<file path="config.mk">
export PLATFORM = sky130hd
export DESIGN_NAME = video_led_sched
export DESIGN_NICKNAME = d
export VERILOG_FILES = /design/src/rtl/video_led_sched.sv
export SDC_FILE = /design/constraint.sdc
export NUM_CORES = 1
export LEC_CHECK = 0
export ABC_AREA = 0
export BUFFER_PORTS_ARGS = -buffer_cell sky130_fd_sc_hd__buf_2
export CORE_ASPECT_RATIO = 0.6
export CORE_MARGIN = 2
export CORE_UTILIZATION = 58
export CTS_CLUSTER_DIAMETER = 120
export DETAILED_ROUTE_END_ITERATION = 6
export GPL_TIMING_DRIVEN = 0
export PLACE_DENSITY = 0.9
export RECOVER_POWER = 50
export SLEW_MARGIN = 10
export SYNTH_ARGS = -nofsm -noshare
export SYNTH_HDL_FRONTEND = slang
export SYNTH_SLANG_ARGS = --single-unit
</file>
<file path="constraint.sdc">
create_clock -name clk -period 2.55 [get_ports clk]
set_input_delay 0 -clock clk [delete_from_list [all_inputs] [get_ports clk]]
set_output_delay 0 -clock clk [all_outputs]
set_load 0.05 [all_outputs]
</file>
<file path="src/rtl/video_led_sched.sv">
// Frame-synchronous scheduler for the LED on-mask: arbitrates host writes against an
// auto-pattern sequencer and commits a new mask only at the end-of-active-frame strobe.
module video_led_sched #(
  parameter int unsigned C_LED_N     = 18,
  parameter int unsigned C_FRAME_DIV = 30
) (
  input  logic               clk,
  input  logic               rst_n,
  input  logic               ck_ee,
  input  logic               hvcy,
  input  logic               req,
  input  logic [C_LED_N-1:0] req_leds,
  output logic               ack,
  input  logic               auto_en,
  input  logic [1:0]         auto_mode,
  output logic [C_LED_N-1:0] leds_on,
  output logic               upd,
  output logic               pend
);

  localparam int unsigned        CTR_W    = 8;
  localparam logic [CTR_W-1:0]   CTR_LAST = CTR_W'(C_FRAME_DIV - 1);
  localparam logic [C_LED_N-1:0] ONE      = C_LED_N'(1);

  typedef enum logic {IDLE, PEND} state_t;

  state_t             state_q, state_d;
  logic [C_LED_N-1:0] pend_q, pend_d;
  logic [C_LED_N-1:0] auto_q, auto_d;
  logic [C_LED_N-1:0] leds_q, leds_d;
  logic [CTR_W-1:0]   ctr_q, ctr_d;
  logic               dir_right_q, dir_right_d;
  logic               ack_q, ack_d;
  logic               upd_q, upd_d;
  logic               step;
  logic [C_LED_N-1:0] seed;

  // State register; pulses fall back to 0 on disabled cycles via the comb defaults
  always_ff @(posedge clk or negedge rst_n) begin
    if (!rst_n) begin
      state_q     <= IDLE;
      pend_q      <= '0;
      auto_q      <= ONE;
      leds_q      <= '0;
      ctr_q       <= '0;
      dir_right_q <= 1'b0;
      ack_q       <= 1'b0;
      upd_q       <= 1'b0;
    end else begin
      state_q     <= state_d;
      pend_q      <= pend_d;
      auto_q      <= auto_d;
      leds_q      <= leds_d;
      ctr_q       <= ctr_d;
      dir_right_q <= dir_right_d;
      ack_q       <= ack_d;
      upd_q       <= upd_d;
    end
  end

  // Next-state: host capture/commit, frame counter, auto-pattern step
  always_comb begin
    state_d     = state_q;
    pend_d      = pend_q;
    auto_d      = auto_q;
    leds_d      = leds_q;
    ctr_d       = ctr_q;
    dir_right_d = dir_right_q;
    ack_d       = 1'b0;
    upd_d       = 1'b0;
    step        = 1'b0;
    seed        = auto_q;

    // Shift-based patterns need a set bit to move
    if (auto_q == '0 && !auto_mode[1]) seed = ONE;

    if (ck_ee) begin
      if (hvcy) ctr_d = (ctr_q == CTR_LAST) ? '0 : ctr_q + CTR_W'(1);

      // A pending commit owns the frame boundary, so steps are only taken from IDLE
      step = hvcy && (ctr_q == CTR_LAST) && auto_en && (state_q == IDLE);

      case (state_q)
        IDLE: begin
          if (req) begin
            pend_d  = req_leds;
            ack_d   = 1'b1;
            state_d = PEND;
          end
        end
        PEND: begin
          if (hvcy) begin
            leds_d  = pend_q;
            upd_d   = 1'b1;
            state_d = IDLE;
          end
        end
        default: state_d = IDLE;
      endcase

      if (step) begin
        case (auto_mode)
          2'b00: auto_d = {seed[C_LED_N-2:0], seed[C_LED_N-1]};
          2'b01: begin
            if (!dir_right_q) begin
              if (seed[C_LED_N-1]) begin
                dir_right_d = 1'b1;
                auto_d      = seed >> 1;
              end else begin
                auto_d = seed << 1;
              end
            end else begin
              if (seed[0]) begin
                dir_right_d = 1'b0;
                auto_d      = seed << 1;
              end else begin
                auto_d = seed >> 1;
              end
            end
          end
          2'b10:   auto_d = auto_q + ONE;
          default: auto_d = ~auto_q;
        endcase
        leds_d = auto_d;
        upd_d  = 1'b1;
      end
    end
  end

  assign ack     = ack_q;
  assign upd     = upd_q;
  assign leds_on = leds_q;
  assign pend    = (state_q == PEND);

endmodule

</file>
==> impl_results.md <==
* Mapped Area at 3840 µm²
* Die Span Y at 67.0 µm
* Worst setup SP type: flip-flop
* Buffers added on ports at 46
* FF+latch count, synth at between 60 and 70
* Cell Pwr Density at between 700 and 800 nW/µm²
* WL/cell at roughly 21 µm
* CTS tree: yes
* Status: finished with violations
* Worst skew pair latency at roughly 0.36 ns
* Most common cell after layout, fill and taps aside: nand2_1
* # IOs at 47
* Total core area at between 6000 and 7000 µm²
* DRT iter0 DRCs at just under 600
* Worst-path maximum fanout at 9
* Setup TNS at 0 ns
* Initial antenna violation count at 0
* Vias in the first global route at ~4100
* Synth Net Count at 500
* Worst slew margin at -8.73%
* Post-DP HPWL at 9.35 mm
* Maximum capacitance violations at 1
* Die Width at between 100 and 150 µm
* DRC at 1
* Cells after Synth at 470
* Slew Viols, Final at 67
* Fin. Hold Viols at 0
* First-pass GRT wire length at 21.3 mm
* Most frequent cells in the layout: nand2_1, dfrtp_1, buf_2
* H-tree depth at 3
* EDFF count, synth at 0
* Yosys warns at 0
* Maximum VDD drop at approximately 0.00088 V
* Routed Antenna Nets at 0
* Crit path kind: flip-flop to flip-flop
* DR vias/cell at 6.67
* Worst-Margin Slew at ~1.6 ns
* Layout Skew at 0.0156 ns
* CP required at around 2.8 ns
* Placer congestion estimate at about 1.0
* CTS clock-pin slew for the worst setup and hold paths at roughly 0.08 ns
* Area grow syn2layout at 20.3%
* Synth Area per Inst at just over 8 µm²
* Final setup fails at 0
* R2r setup slk at between 0.06 and 0.07 ns
* Clock root cell: clkbuf_8
* Crit end category: flip-flop
* Initial Util at around 61%
* Share of cells above drive strength 1 at between 10 and 15%
* Setup ws final at 0.0684 ns
* Clock Sinks at 66
* Post-synth cell types at 57
* Final WL at 13.8 mm
* Drt pass-1 iters at 7
* Die area at roughly 7300 µm²
* Fmax at 403 MHz
* Worst hold margin at between 0.1 and 0.15 ns
* Worst-case clock buffer depth at 2
* Post-synth ARST share at 100%
* Largest net degree at the start of global routing at 67
* Tcrit/Tclk final at a little over nine tenths
* Num CTS Buffers at 9
* Crit path time final at ~2.5 ns
* Rows at 22
* GR Util All Layers at just under 40%
* Pre-CTS WS at -0.176 ns
* Worst hold path class: input port to flip-flop
* Most used DFF post-synth: dfrtp_1
* Nets at slightly below 600
* Static leakage at roughly 2.2 nW
* Critical Path AT at approximately 2.8 ns
* Seq/Total Area, Yosys at 43.1%
* Ant diodes at 0
* DR vias at 4274
* Failing checks: DRC, capacitance limit, slew limit
* Grt ovf at 0
==> worst paths after layout <==
check	end	cells past startpoint	from
worst max-delay path	leds_on[3]	7	ctr_q[0]
worst min-delay path	pend	4	hvcy
worst max register to register	leds_on[3]	7	ctr_q[0]
worst min register to register	pend_q[10]	2	pend_q[10]
max in group asynchronous	auto_q[1]	2	rst_n
min in group asynchronous	pend_q[7]	2	rst_n
==> metal layers <==
metal,vias to the layer above,GRT usage (%),part of all wire (%)
met2,350,59.6,44
met3,54,15.2,14
met1,2033,52.5,40
met5,-,0,0
met4,0,13.9,2.6
li1,1837,-,-
==> critical path: stages, from the launching register on <==
cell	delay (ns)
dfrtp_1	0.45
ha_1	0.20
nor4b_4	0.29
nand2_2	0.15
or3_1	0.39
buf_2	0.21
or4_1	0.57
a21oi_1	0.15
==> synth_stat cells (all sizes together), types with 5 or more instances <==
cell type	instances	area, µm²
xnor2	8	70.1
or3	5	31.3
dfrtp	65	1630
nand2	103	389
clkbuf	24	90.1
nor3	14	75.1
o211ai	5	37.5
inv	9	33.8
a211oi	5	37.5
nand3	24	120
and4	5	43.8
and3	19	119
and2	5	31.3
nand4	7	43.8
a21o	10	75.1
o21ai	34	170
nor2	25	96.4
a21oi	24	120
a31oi	11	68.8
buf	12	57.6
nand2b	5	31.3
==> cell families after synthesis <==
kind of cell / Yosys count / share of synthesized area [%]
AND/OR/NAND/NOR: 227 / 28.9
AO/OA/AOI/OAI: 117 / 19.6
flip-flops: 66 / 43.1
buffers and inverters: 46 / 4.83
XOR/XNOR: 9 / 2.05
adder cells (fa/ha/maj): 4 / 1.30
multiplexers: 1 / 0.293
==> final cells by class <==
cell class	count	area (µm²)
Timing Repair Buffer	72	459
Sequential cell	66	1650
Tap cell	84	105
Multi-Input combinational cell	358	2060
Inverter	10	37.5
Buffer	35	148
Clock inverter	3	17.5
Fill cell	456	1630
Clock buffer	13	139
==> sequential cells by signal (all words and copies together) (netlist names) <==
name / count
auto_q: 18
leds_on: 18
pend_q: 18
ctr_q: 8
ack: 1
dir_right_q: 1
pend: 1
upd: 1
==> timing repair <==
| action | 4_1_cts | 5_1_grt |
|---|---|---|
| hold endpoints to repair | 83 | 0 |
| hold buffers | 19 | 0 |
| setup buffers | 2 | 5 |
| resized for setup | 4 | 11 |
| endpoints found under the setup margin | 17 | 33 |
| pin swaps | 1 | 2 |
==> stage by stage <==
stage	cell area (µm²)	util (%)	instances	total power, mW
after global routing	4620	73.9	641	3.43
final	4620	73.9	641	3.32
after detailed placement	4180	66.8	600	2.51
after global placement	4170	66.8	600	2.46
after CTS	4560	72.9	637	3.27
after floorplan	3840	-	470	2.19
==> power breakdown <==
group / leakage (nW) / internal (mW) / switching [mW]
clock network: 0.0774 / 0.351 / 0.409
logic: 1.27 / 0.296 / 0.806
registers: 0.838 / 1.28 / 0.175
total: 2.19 / 1.93 / 1.39
No activity file was read; power rests on OpenSTA's default activity.
